## src/rtl/spi_slave_rx.sv

```systemverilog
// SPI mode-0, LSB-first slave receiver running entirely in the system clock domain.
// cs/sclk/mosi are oversampled and sclk edges are detected from the synchronized copies.
module spi_slave_rx #(
  parameter int DATA_W      = 12,
  parameter int SYNC_STAGES = 2
) (
  input  logic              clk,
  input  logic              rst,
  input  logic              cs,
  input  logic              sclk,
  input  logic              mosi,
  output logic              miso,
  input  logic [DATA_W-1:0] tx_data,
  output logic [DATA_W-1:0] dout,
  output logic              rx_valid,
  input  logic              rx_ready,
  output logic              busy,
  output logic              frame_err,
  output logic              overrun
);

  localparam int CNT_W = $clog2(DATA_W + 1);

  typedef enum logic [1:0] {IDLE, SHIFT, WAIT_CS} state_t;

  logic [SYNC_STAGES-1:0] cs_sync, sclk_sync, mosi_sync;
  logic                   cs_d, sclk_d;
  logic [SYNC_STAGES:0]   prime;
  logic                   armed;
  logic                   cs_s, sclk_s, mosi_s;
  logic                   sclk_rise, sclk_fall, cs_fall, cs_rise;

  state_t                 state;
  logic [CNT_W-1:0]       bit_cnt;
  logic [DATA_W-1:0]      rx_shift, tx_shift;
  logic                   done;

  assign cs_s   = cs_sync[SYNC_STAGES-1];
  assign sclk_s = sclk_sync[SYNC_STAGES-1];
  assign mosi_s = mosi_sync[SYNC_STAGES-1];

  // armed only once cs has really been seen high after reset, so a cs level
  // already low at reset release never looks like a falling edge.
  assign sclk_rise = sclk_s & ~sclk_d;
  assign sclk_fall = ~sclk_s & sclk_d;
  assign cs_fall   = ~cs_s & cs_d & armed;
  assign cs_rise   = cs_s & ~cs_d;

  always_ff @(posedge clk or posedge rst) begin
    if (rst) begin
      cs_sync   <= '1;
      sclk_sync <= '0;
      mosi_sync <= '0;
      cs_d      <= 1'b1;
      sclk_d    <= 1'b0;
      prime     <= '0;
      armed     <= 1'b0;
    end else begin
      cs_sync   <= {cs_sync[SYNC_STAGES-2:0], cs};
      sclk_sync <= {sclk_sync[SYNC_STAGES-2:0], sclk};
      mosi_sync <= {mosi_sync[SYNC_STAGES-2:0], mosi};
      cs_d      <= cs_s;
      sclk_d    <= sclk_s;
      prime     <= {prime[SYNC_STAGES-1:0], 1'b1};
      armed     <= armed | (prime[SYNC_STAGES] & cs_s);
    end
  end

  always_ff @(posedge clk or posedge rst) begin
    if (rst) begin
      state     <= IDLE;
      bit_cnt   <= '0;
      rx_shift  <= '0;
      tx_shift  <= '0;
      done      <= 1'b0;
      dout      <= '0;
      rx_valid  <= 1'b0;
      miso      <= 1'b0;
      busy      <= 1'b0;
      frame_err <= 1'b0;
      overrun   <= 1'b0;
    end else begin
      frame_err <= 1'b0;
      overrun   <= 1'b0;
      done      <= 1'b0;

      // A transfer in the completion cycle hands over the old word, so no overrun.
      if (done) begin
        dout     <= rx_shift;
        rx_valid <= 1'b1;
        overrun  <= rx_valid & ~rx_ready;
      end else if (rx_valid && rx_ready) begin
        rx_valid <= 1'b0;
      end

      case (state)
        IDLE: begin
          busy <= 1'b0;
          miso <= 1'b0;
          if (cs_fall) begin
            tx_shift <= tx_data;
            miso     <= tx_data[0];
            bit_cnt  <= '0;
            busy     <= 1'b1;
            state    <= SHIFT;
          end
        end
        SHIFT: begin
          if (sclk_rise) begin
            rx_shift <= {mosi_s, rx_shift[DATA_W-1:1]};
            bit_cnt  <= bit_cnt + 1'b1;
            if (bit_cnt == CNT_W'(DATA_W - 1)) begin
              done <= 1'b1;
              miso <= 1'b0;
              if (cs_rise) begin
                busy  <= 1'b0;
                state <= IDLE;
              end else begin
                state <= WAIT_CS;
              end
            end
          end else if (cs_rise) begin
            frame_err <= (bit_cnt != '0);
            busy      <= 1'b0;
            miso      <= 1'b0;
            state     <= IDLE;
          end else if (sclk_fall && bit_cnt != '0) begin
            tx_shift <= tx_shift >> 1;
            miso     <= tx_shift[1];
          end
        end
        WAIT_CS: begin
          miso <= 1'b0;
          if (cs_rise) begin
            busy  <= 1'b0;
            state <= IDLE;
          end
        end
        default: state <= IDLE;
      endcase
    end
  end

endmodule
```

## config.mk

```make
export PLATFORM = sky130hd
export DESIGN_NAME = spi_slave_rx
export DESIGN_NICKNAME = d
export VERILOG_FILES = /design/src/rtl/spi_slave_rx.sv
export SDC_FILE = /design/constraint.sdc
export NUM_CORES = 1
export LEC_CHECK = 0
export CAP_MARGIN = 25
export CORE_ASPECT_RATIO = 0.8
export CORE_MARGIN = 10
export CORE_UTILIZATION = 40
export DETAILED_ROUTE_END_ITERATION = 10
export HOLD_SLACK_MARGIN = 0.06
export PLACE_DENSITY_LB_ADDON = 0.15
export SLEW_MARGIN = 20
export SYNTH_ARGS = -nofsm -noshare
export SYNTH_HDL_FRONTEND = slang
export SYNTH_SLANG_ARGS = --single-unit
```

## constraint.sdc

```tcl
create_clock -name clk -period 1.8 [get_ports clk]
set_input_delay 0.18 -clock clk [delete_from_list [all_inputs] [get_ports clk]]
set_output_delay 0.18 -clock clk [all_outputs]
set_load 0.02 [all_outputs]
```

==> flow_summary.json, run 1 <==
{
  "synth_seq_area_share_pct": 56.7,
  "multi_input_area_um2": 1090,
  "pwr_density_cell_nw_per_um2": 1290,
  "tritoncts": "built",
  "synth_area_um2": 2610,
  "final_nets": 304,
  "worst_hold_path_type": "input pin to asynchronous set/reset pin",
  "synth-seq-cells": 59,
  "drv_slew": 0,
  "instances_no_fill": 369,
  "dp_hpwl_um": 3840,
  "peakVddDrop_mv": 0.581,
  "finalCriticalPeriod_ns": 1.75,
  "synthMuxAreaShare_pct": 15.1,
  "wl_met1_um": 2670,
  "path_class": "register to register",
  "fin_ws_ns": 0.0475,
  "synthCells": 222,
  "synth_simple_gate_area_share_pct": 14.8,
  "finalHoldViolCount": 0,
  "areaGrowthSynthToFinish_pct": 32.0,
  "synthTopCellsByArea": "dfrtp_1 54%, mux2_2 15%, nand2_1 6.0%, dfstp_2 3.0%, ha_1 2.9%",
  "drt-total-wl_um": 5380,
  "timing.fmax_mhz": 571,
  "grt_max_degree": 23,
  "ant_nets": 0,
  "fillers": 578,
  "io_buffer_count": 34,
  "synth_xor_area_share_pct": 0,
  "io_pins": 35,
  "synth_top_family_by_area": "multiplexers",
  "start_util_pct": 41.0,
  "yosys.cell_count.top_type": "dfrtp_1",
  "synth_fa_ha_area_share_pct": 2.87,
  "grt_usage_pct": 11.7,
  "synth_cell_types": 39,
  "setup_viol": 0,
  "vias_per_cell": 4.82,
  "dieArea_um2": 10200,
  "startpoint_type": "register",
  "synth.largest_area_cell": "dfrtp_1",
  "insertion_delay_ns": 0.34,
  "status": "complete, no violations",
  "antenna_found_initial": 0,
  "cap_violations": 0,
  "num_vias": 1778,
  "dp.cells": 351,
  "postSynthAreaPerCell_um2": 11.8,
  "cts_max_level": 3,
  "syn_nets": 246,
  "drc": 0,
  "synth_edf_count": 0,
  "synth_compound_area_share_pct": 8.00,
  "regArea_um2": 1480,
  "relSlewSlack_pct": 63.8,
  "clk_path_buf_depth": 2,
  "yosysTopAreaCellShare_pct": 53.6,
  "overflow": 0,
  "async_flop_share_pct": 100,
  "grt_pass1_wl_um": 9330,
  "endpoint_kind": "register",
  "arrival_ns": 1.97,
  "yosys_most_used_dff": "dfrtp_1",
  "yosysWarnings": 0,
  "grt_pass1_vias": 1870,
  "leakage_nw": 1.60,
  "fp.dieH_um": 92.3,
  "period_share_pct": 97.4,
  "gp_congestion": 0.869,
  "wl_per_cell_um": 14.6,
  "core-area_um2": 6380,
  "highest_layer": "met4",
  "dp_slack_ns": -0.0124,
  "cts.reportedPaths.clkPinSlew_ns": 0.06,
  "cts_made_buffers": 9,
  "wl_met2_um": 2320,
  "dr.pass1.iters": 4,
  "rows": 26,
  "antennaDiodeCount": 0,
  "synthTopCellsByCount": "56 x dfrtp_1, 42 x nand2_1, 35 x mux2_2",
  "drive_gt1_share_pct": 31.2,
  "wl_met3_um": 308,
  "dieWidth_um": 110,
  "clkSinkCount": 59,
  "clockRootBuffer": "clkbuf_8",
  "worst_pin_slew_ns": 0.543,
  "drt-initial-drc-count": 69,
  "critPathMaxFanout": 10,
  "clock_skew_ns": 0.00398,
  "required_ns": 2.02
}
==> stage by stage <==
step / util, % / setup TNS [ns] / power, W / hold slack (ns) / cell area (um2)
floorplan: - / 0 / 0.00270 / 0.184 / 2610
global placement: 50.3 / 0 / 0.00318 / 0.333 / 3210
detailed placement: 50.3 / -0.0124 / 0.00321 / 0.338 / 3210
CTS: 53.4 / 0 / 0.00443 / 0.148 / 3400
global route: 54.1 / -0.0344 / 0.00474 / 0.182 / 3450
finish: 54.1 / 0 / 0.00444 / 0.151 / 3450
==> worst max-delay path, cell delays in order (launching register included) <==
cell and delay, ns:
dfrtp_1 0.43, inv_1 0.08, ha_1 0.21, buf_4 0.14
and2_1 0.17, nor2_4 0.14, buf_12 0.14, mux2_2 0.33
==> layout make-up <==
cell class              instances  area share [%]
well taps                      84            3.05
multi-input cells             147            31.7
clock buffers                  12            4.21
flip-flops and latches         59            42.9
clock inverters                 4            1.45
inverters                       7           0.762
repair buffers                 56            15.9
==> cell usage in the layout, fill, tap and decap left out, drive strengths merged, types with 2 or more instances in the layout <==
cell type      Yosys  routed
buf                2      22
nor2b              3       3
dfstp              3       3
a22o               3       3
nand3              3       3
nand2b             3       3
nor2               8       8
ha                 6       6
o22ai              2       2
clkbuf             7      12
dfrtp             56      56
clkdlybuf4s50      0      34
and2               4       4
nor3               2       2
o41ai              2       2
o21ai              8       8
nand3b             6       6
mux2              35      35
a21o               2       2
nand2             42      42
a21oi              4       4
clkinvlp           0       2
inv                7       7
and3b              2       2
==> repair_timing <==
item,4_1_cts,5_1_grt
endpoints found under the hold margin,0,0
endpoints found under the setup margin,1,13
buffers inserted,0,3
gates resized for setup,1,8
hold buffers,0,0
pin swaps,0,1
==> flip-flops by register name (all words and copies together) (netlist names) <==
register	cells
armed	1
bit_cnt	4
busy	1
cs_d	1
cs_sync	2
done	1
dout	12
frame_err	1
miso	1
mosi_sync	2
overrun	1
prime	3
rx_shift	12
rx_valid	1
sclk_d	1
sclk_sync	2
state	2
tx_shift	11
==> worst paths after layout <==
kind | startpoint | to | slack [ns] | cells past startpoint
max reg2reg | state[0] | tx_shift[5] | 0.05 | 7
min | rst | dout[7] | 0.15 | 2
min reg2reg | prime[0] | prime[1] | 0.35 | 0
max in group asynchronous | rst | cs_d | 1.11 | 3
min in group clk | cs | cs_sync[0] | 0.26 | 1
max | state[0] | tx_shift[5] | 0.05 | 7
==> metal layers <==
metal  global-route usage [%]  up-vias
met4                     4.81        0
met1                     15.7      862
met2                     16.0       30
li1                         -      876
met3                     4.90       10
met5                        0        -
==> power breakdown <==
| group | leakage (nW) | total, W | switching [W] | internal, W |
|---|---|---|---|---|
| clock | 0.0926 | 0.00118 | 0.000506 | 0.000675 |
| combinational | 0.749 | 0.00150 | 0.000665 | 0.000838 |
| sequential | 0.758 | 0.00176 | 0.000166 | 0.00159 |
| total | 1.60 | 0.00444 | 0.00134 | 0.00310 |
==> logic make-up after synthesis <==
logic type	Yosys count
compound gates	28
fa+ha+maj	6
buf+inv	16
flops	59
mux	35
other cells	1
simple gates	77
(Power assumes the default switching activity.)
==> inputs of run 2 (changes only) <==
CAP_MARGIN = 20   (was 25)
PLACE_DENSITY = 0.63   (was not set)
PLACE_DENSITY_LB_ADDON = not set   (was 0.15)
SKIP_CTS_REPAIR_TIMING = 1   (was not set)
==> flow_summary.json, run 2 (synthesized netlist as in run 1, its figures left out) <==
{
  "p_total_w": 0.00449,
  "drt-total-wl_um": 5360,
  "status": "complete, no violations",
  "io_buffer_count": 34,
  "cpPeakStageDelay_ns": 0.39,
  "timing.fmax_mhz": 571,
  "num_vias": 1791,
  "period_share_pct": 97.3,
  "grt_max_degree": 45,
  "vias_per_cell": 4.91,
  "tritoncts": "built",
  "path_class": "register to register",
  "dr.pass1.iters": 6,
  "pwr_density_cell_nw_per_um2": 1310,
  "drive_gt1_share_pct": 29.9,
  "antennaDiodeCount": 0,
  "crit_family": "multiplexers",
  "peakVddDrop_mv": 0.570,
  "clkSinkCount": 59,
  "setup_viol": 0,
  "reg2reg_setup_slack_ns": 0.05,
  "relSlewSlack_pct": 63.9,
  "drc": 0,
  "drv_slew": 0,
  "clk_path_buf_depth": 2,
  "ant_nets": 0,
  "startpoint_type": "register",
  "clock_skew_ns": 0.00763,
  "cp_cell_sequence": "inv_1 > ha_1 > buf_4 > buf_12 > mux2_2 > mux2_2",
  "cts_max_level": 3,
  "fp.dieH_um": 92.3,
  "arrival_ns": 1.96,
  "finalCriticalPeriod_ns": 1.75,
  "io_pins": 35,
  "endpoint_kind": "register",
  "rows": 26,
  "worst_pin_slew_ns": 0.542,
  "gp_congestion": 0.798,
  "final_cell_mix": "56 x dfrtp_1, 42 x nand2_1, 35 x mux2_2",
  "grt_pass1_vias": 1860,
  "finalHoldViolCount": 0,
  "crit_path_frequent_cell": "mux2_2",
  "final_nets": 300,
  "fillers": 578,
  "r2r-start": "state[1]",
  "overflow": 0,
  "top_regs": "dout (12), rx_shift (12), tx_shift (11)",
  "cap_violations": 0,
  "whs_ns": 0.143,
  "dp_hpwl_um": 3770,
  "dieArea_um2": 10200,
  "wl_per_cell_um": 14.7,
  "core-area_um2": 6380,
  "grt_pass1_wl_um": 8810,
  "clockRootBuffer": "clkbuf_8",
  "start_util_pct": 41.0,
  "dieWidth_um": 110,
  "areaGrowthSynthToFinish_pct": 30.9,
  "drt-initial-drc-count": 95,
  "grt_usage_pct": 10.9,
  "cts.reportedPaths.clkPinSlew_ns": 0.06,
  "crit_buf_inv": 3,
  "insertion_delay_ns": 0.33,
  "worstRegToRegCells": 6,
  "rsz0062_at_grt": "yes",
  "regToRegEndpoint": "tx_shift[4]",
  "slowest_stage": "dfrtp_1",
  "critPathMaxFanout": 11,
  "leakage_nw": 1.59,
  "worst_hold_path_type": "input pin to asynchronous set/reset pin",
  "required_ns": 2.01,
  "antenna_found_initial": 0,
  "cts_made_buffers": 9,
  "final_common_cell": "dfrtp_1"
}
run 2: cell types whose count changed in the layout (fill, tap and decap cells not counted):
cell	delta
a21oi_2	-1
o21ai_1	+1
o41ai_4	-1
clkinv_2	-1
a21oi_1	+1
buf_6	-1
o21ai_2	-1
nor2b_2	+1
clkbuf_8	+3
buf_4	-3
nor2b_1	-1
clkinvlp_4	-2
o41ai_2	+1
run 2: per-stage QoR:
| stage | instance area [um2] | setup TNS [ns] | worst slack, ns | utilization (%) | instances |
|---|---|---|---|---|---|
| after floorplan | 2610 | 0 | 0.00602 | - | 222 |
| after global placement | 3180 | 0 | 0.0372 | 49.9 | 348 |
| after detailed placement | 3180 | -0.0126 | -0.0126 | 49.9 | 348 |
| after CTS | 3400 | -0.0285 | -0.0274 | 53.3 | 364 |
| after global routing | 3420 | -0.0605 | -0.0178 | 53.6 | 365 |
| final | 3420 | 0 | 0.0493 | 53.6 | 365 |
run 2: routing by layer:
metal	global-route usage, %	up-vias	share of wire (%)
met5	0	-	0
met4	3.85	0	1.0
met3	4.20	4	5.5
met2	17.0	45	48
met1	13.3	876	46
li1	-	866	-
run 2: where the power goes:
group | leakage (nW) | total, W | internal, W | switching, W
sequential | 0.758 | 0.00175 | 0.00159 | 0.000160
clock | 0.110 | 0.00128 | 0.000792 | 0.000483
combinational | 0.717 | 0.00146 | 0.000820 | 0.000641
run 2: cell type report:
cell class | count | area [um2] | share of cell area, %
Timing Repair Buffer | 52 | 513 | 15.0
Sequential cell | 59 | 1480 | 43.3
Inverter | 7 | 26.3 | 0.768
Multi-Input combinational cell | 147 | 1080 | 31.5
Clock buffer | 15 | 186 | 5.45
Tap cell | 84 | 105 | 3.07
Clock inverter | 1 | 30.0 | 0.878
run 2: how the worst max path moves through the flow:
stage	startpoint	cells past startpoint	slack, ns	endpoint
detailed placement	bit_cnt[1]	6	-0.01	miso
global route	state[1]	6	-0.02	tx_shift[4]
CTS	bit_cnt[0]	6	-0.03	miso
floorplan	bit_cnt[0]	6	0.006	miso
global placement	bit_cnt[0]	6	0.04	miso
finish	state[1]	6	0.05	tx_shift[4]
run 2: worst register-to-register path, delay by kind of cell, from the launching register on:
| family | cells | cell delay (ns) |
|---|---|---|
| adder cells (fa/ha/maj) | 1 | 0.20 |
| buffers and inverters | 3 | 0.45 |
| flip-flops | 1 | 0.39 |
| multiplexers | 2 | 0.60 |
==> inputs of run 3 (changes only) <==
CTS_CLUSTER_DIAMETER = 120   (was not set)
==> results of run 3 <==
Same layout as run 2: the final DEF is identical, and so are final timing and power.
==> RTL change 1, RTL diff (config.mk and constraints of run 1) <==
Set the parameter `SYNC_STAGES` to 4 (it was 2).
--- a/src/rtl/spi_slave_rx.sv
+++ b/src/rtl/spi_slave_rx.sv
@@ -3,5 +3,5 @@
 module spi_slave_rx #(
   parameter int DATA_W      = 12,
-  parameter int SYNC_STAGES = 2
+  parameter int SYNC_STAGES = 4
 ) (
   input  logic              clk,
Behaviour: not the same (Yosys sat finds a counterexample within 10 cycles, from zero or initial values and one cycle with rst high).
==> RTL change 1 against run 1 <==
Wire length down 5.7%; sequential cell count up 8; critical path type unchanged; largest cell class unchanged; critical path depth unchanged; the flow now finishes with violations (setup timing); setup slack worse by 0.19 ns; final area up 5.9%; area after synthesis up 6.1%; combinational power up 5%; highest routed layer unchanged; total power up 3.3%.
==> RTL change 1: results (changes against run 1) <==
\begin{tabular}{lr}
\hline
Metric & Value \\
\hline
\multicolumn{2}{l}{\textbf{Outcome}} \\
Outcome & finished with violations (was finished, final reports clean) \\
Violated checks & setup timing \\
\multicolumn{2}{l}{\textbf{Global route}} \\
Largest net degree at the start of global routing & 68 (was 23) \\
Wire length of the first global-routing pass & 8870 um (was 9330 um) \\
Overall global routing resource usage & 10.2\% (was 11.7\%) \\
\multicolumn{2}{l}{\textbf{Critical path}} \\
Cell type of the slowest stage on the worst timing path & or4\_4 (was dfrtp\_1) \\
Critical Path Sink & tx\_shift[8] (was tx\_shift[5]) \\
Maximum cell stage delay along the critical path & 0.51 ns (was 0.43 ns) \\
Largest driver fanout on the critical path & 5 (was 10) \\
Reg-to-Reg Start & bit\_cnt[0] (was state[0]) \\
\multicolumn{2}{l}{\textbf{STA}} \\
Worst Skew & 0.00861 ns (was 0.00398 ns) \\
Setup\_tns & -1.35 ns (was 0 ns) \\
Final hold slack & 0.246 ns (was 0.151 ns) \\
Setup slack of the critical path after layout & -0.147 ns (was 0.0475 ns) \\
Worst-case headroom to the max-slew limit & 62.4\% (was 63.8\%) \\
Setup-violating endpoint count in the final report & 10 (was 0) \\
\multicolumn{2}{l}{\textbf{Logic synthesis}} \\
Mapped Nets & 227 (was 246) \\
Synth unique cells & 40 (was 39) \\
Fraction of synthesized area in multiplexers & 19.0\% (was 15.1\%) \\
Sequential element share of the synthesized area & 60.7\% (was 56.7\%) \\
Share of the synthesized area in compound gates (AO/OA/AOI/OAI) & 7.99\% (was 8.00\%) \\
Adder and majority cell fraction of the synthesized area & 2.71\% (was 2.87\%) \\
Top post-synthesis cells by area & dfrtp\_1, mux2\_2, dfstp\_2 (was dfrtp\_1, mux2\_2, nand2\_1) \\
Cell count after synthesis & 203 (was 222) \\
\multicolumn{2}{l}{\textbf{Route}} \\
Final WL & 5080 um (was 5380 um) \\
Metal1 wirelength & 2560 um (was 2670 um) \\
Total met2 wirelength after detailed routing & 2230 um (was 2320 um) \\
DRC marker count from the first detailed-route iteration & 75 (was 69) \\
Routed met3 length & 231 um (was 308 um) \\
Avg WL per Cell & 14.2 um (was 14.6 um) \\
\multicolumn{2}{l}{\textbf{Placement}} \\
RD Place Congestion & 0.813 (was 0.869) \\
Cell area reported after detailed placement & 0.00338 mm\^{}2 (was 0.00321 mm\^{}2) \\
Dpl hpwl & 3540 um (was 3840 um) \\
Placed instance count & 340 (was 351) \\
\multicolumn{2}{l}{\textbf{Cells and area}} \\
Share of cells above drive strength 1 & 38.7\% (was 31.2\%) \\
Final-stage net count & 290 (was 304) \\
\multicolumn{2}{l}{\textbf{Power}} \\
VDD IR max & 0.670 mV (was 0.581 mV) \\
\multicolumn{2}{l}{\textbf{Min path}} \\
Worst hold path type & primary input to register (was primary input to async pin) \\
\hline
\end{tabular}
-- RTL change 1: cell count changes after synthesis, moves of 3 or more --
cell     delta
mux2_2     +11
and2_1      -3
dfrtp_1     +6
a21oi_1     +4
o21ai_0     -5
nand2_1    -36
-- RTL change 1: metal layers --
layer | track usage [%] | vias up
li1 | - | 848
met2 | 14.5 | 33
met1 | 13.7 | 854
met4 | 2.85 | 0
met5 | 0 | -
met3 | 4.56 | 6
-- RTL change 1: final cells by class --
class / count / area (um^2)
flip-flops and latches: 67 / 1680
inverters: 9 / 37.5
fillers: 610 / 3170
clock buffers: 10 / 128
well taps: 87 / 109
multi-input cells: 120 / 1100
repair buffers: 59 / 556
clock inverters: 6 / 41.3
-- RTL change 1: report_power, final --
part	internal, uW	switching [uW]
logic	915	652
clock network	499	558
registers	1790	168
-- RTL change 1: timing repair --
item	in CTS	in global routing
gates resized for setup	11	11
setup endpoints to repair	11	15
pin swaps	0	0
setup buffers	1	1
==> RTL change 2, RTL diff (flow settings as in run 1) <==
Made on the original files. Encoding of `state_t`: now one-hot (3 bits for 3 states).
--- a/src/rtl/spi_slave_rx.sv
+++ b/src/rtl/spi_slave_rx.sv
@@ -22,5 +22,5 @@
   localparam int CNT_W = $clog2(DATA_W + 1);
 
-  typedef enum logic [1:0] {IDLE, SHIFT, WAIT_CS} state_t;
+  typedef enum logic [2:0] {IDLE = 3'b001, SHIFT = 3'b010, WAIT_CS = 3'b100} state_t;
 
   logic [SYNC_STAGES-1:0] cs_sync, sclk_sync, mosi_sync;
Function: no difference found for any inputs over 10 cycles, from zero or initial values and one cycle with rst high; not proved beyond that.
==> RTL change 2 against run 1 <==
Final area down 7.2%; area after synthesis decreased by 5.3%; sequential cell count up 1; global-route usage down 1.2 points; critical path depth unchanged; setup slack gained 0.0058 ns; hold slack better by 0.081 ns; final cell count decreased by 10%; first-iteration DRC count is 30% lower; wire length is 14% lower.
Power is not compared: it rests on default switching activity, and its combinational part moved more than twofold at a synthesized area within 25%.
==> RTL change 2: results (changes against run 1) <==
\begin{tabular}{lr}
\hline
Metric & Value \\
\hline
\multicolumn{2}{l}{\textbf{Outcome}} \\
Outcome & finished, final reports clean (unchanged) \\
\multicolumn{2}{l}{\textbf{Route}} \\
Number of vias after detailed routing & 1,573 (was 1,778) \\
Avg WL per Cell & 14.0 um (was 14.6 um) \\
DRC marker count from the first detailed-route iteration & 48 (was 69) \\
Number of iterations in the first detailed-routing pass & 4 (unchanged) \\
\multicolumn{2}{l}{\textbf{Clock network}} \\
CTS Root Cell & clkbuf\_8 (unchanged) \\
Cts repair resizes & 2 (was 1) \\
\multicolumn{2}{l}{\textbf{Logic synthesis}} \\
Top post-synthesis cells by area & dfrtp\_1, mux2\_2, nand2\_1 (unchanged) \\
Mapped Nets & 215 (was 246) \\
Synth unique cells & 40 (was 39) \\
Leading cell types by count after synthesis & dfrtp\_1, mux2\_2, nand2\_1 (was dfrtp\_1, nand2\_1, mux2\_2) \\
Sequential element share of the synthesized area & 60.9\% (was 56.7\%) \\
\multicolumn{2}{l}{\textbf{Power}} \\
Power in sequential cells & 1530 uW \\
\multicolumn{2}{l}{\textbf{Placement}} \\
RD Place Congestion & 0.811 (was 0.869) \\
Setup WS pre-CTS & -0.0579 ns (was -0.0124 ns) \\
Dpl hpwl & 3210 um (was 3840 um) \\
Cell area reported after detailed placement & 0.00299 mm\^{}2 (was 0.00321 mm\^{}2) \\
\multicolumn{2}{l}{\textbf{STA}} \\
Actual transition at the worst max-transition pin & 0.565 ns (was 0.543 ns) \\
Worst Skew & 0.00706 ns (was 0.00398 ns) \\
\multicolumn{2}{l}{\textbf{Critical path}} \\
Largest driver fanout on the critical path & 11 (was 10) \\
Arrival time worst endpoint & 1.96 ns \\
\multicolumn{2}{l}{\textbf{Global route}} \\
Largest net degree at the start of global routing & 61 (was 23) \\
Via count of the first global-routing pass & 1,664 (was 1,870) \\
Overall global routing resource usage & 10.5\% (was 11.7\%) \\
Wire length of the first global-routing pass & 8300 um (was 9330 um) \\
\multicolumn{2}{l}{\textbf{Cells and area}} \\
Share of cells above drive strength 1 & 29.9\% (was 31.2\%) \\
Final-stage net count & 266 (was 304) \\
Fillers & 514 (was 578) \\
\hline
\end{tabular}
## RTL change 2: cell type report
type	count	area share [%]
multi-input combinational	120	28.5
clock inverter	7	2.11
tap	81	3.17
inverter	6	0.704
sequential	60	47.1
timing repair buffer	49	14.5
clock buffer	9	3.87
## RTL change 2: per-stage QoR
stage	total power, uW	instances	util, %
after floorplan	1750	195	-
after global placement	1880	316	50.3
after detailed placement	1880	316	50.3
after CTS	3050	332	53.7
after global routing	3170	332	53.8
final	3010	332	53.8
## RTL change 2: final timing paths
| check | end | slack (ns) | start |
|---|---|---|---|
| max | tx_shift[10] | 0.05 | bit_cnt[0] |
| min | overrun | 0.23 | rst |
| max reg2reg | tx_shift[10] | 0.05 | bit_cnt[0] |
| min reg2reg | prime[2] | 0.35 | prime[1] |
| max in group asynchronous | cs_d | 1.25 | rst |
| min in group clk | cs_sync[0] | 0.25 | cs |
## RTL change 2: per-layer routing
layer / vias up / wire (um) / GRT usage, %
li1: 770 / - / -
met1: 766 / 2270 / 13.8
met2: 31 / 2040 / 14.5
met3: 6 / 271 / 4.85
met4: 0 / 50 / 4.00
met5: - / 0 / 0
## RTL change 2: logic make-up after synthesis
logic type / count (synthesis) / synth area share [%]
other cells: 1 / 0.152
mux: 35 / 15.8
flops: 60 / 60.9
compound gates: 17 / 5.16
buf+inv: 15 / 2.88
xor+xnor: 3 / 1.06
fa+ha+maj: 2 / 1.01
simple gates: 62 / 13.0
## RTL change 2: critical path, stage by stage, from the launching register on
cell and delay, ns:
dfrtp_1 0.39, inv_1 0.09, ha_1 0.15, nor3b_4 0.22, nor3b_2 0.08, a31oi_1 0.13, buf_4 0.22, mux2_2 0.36
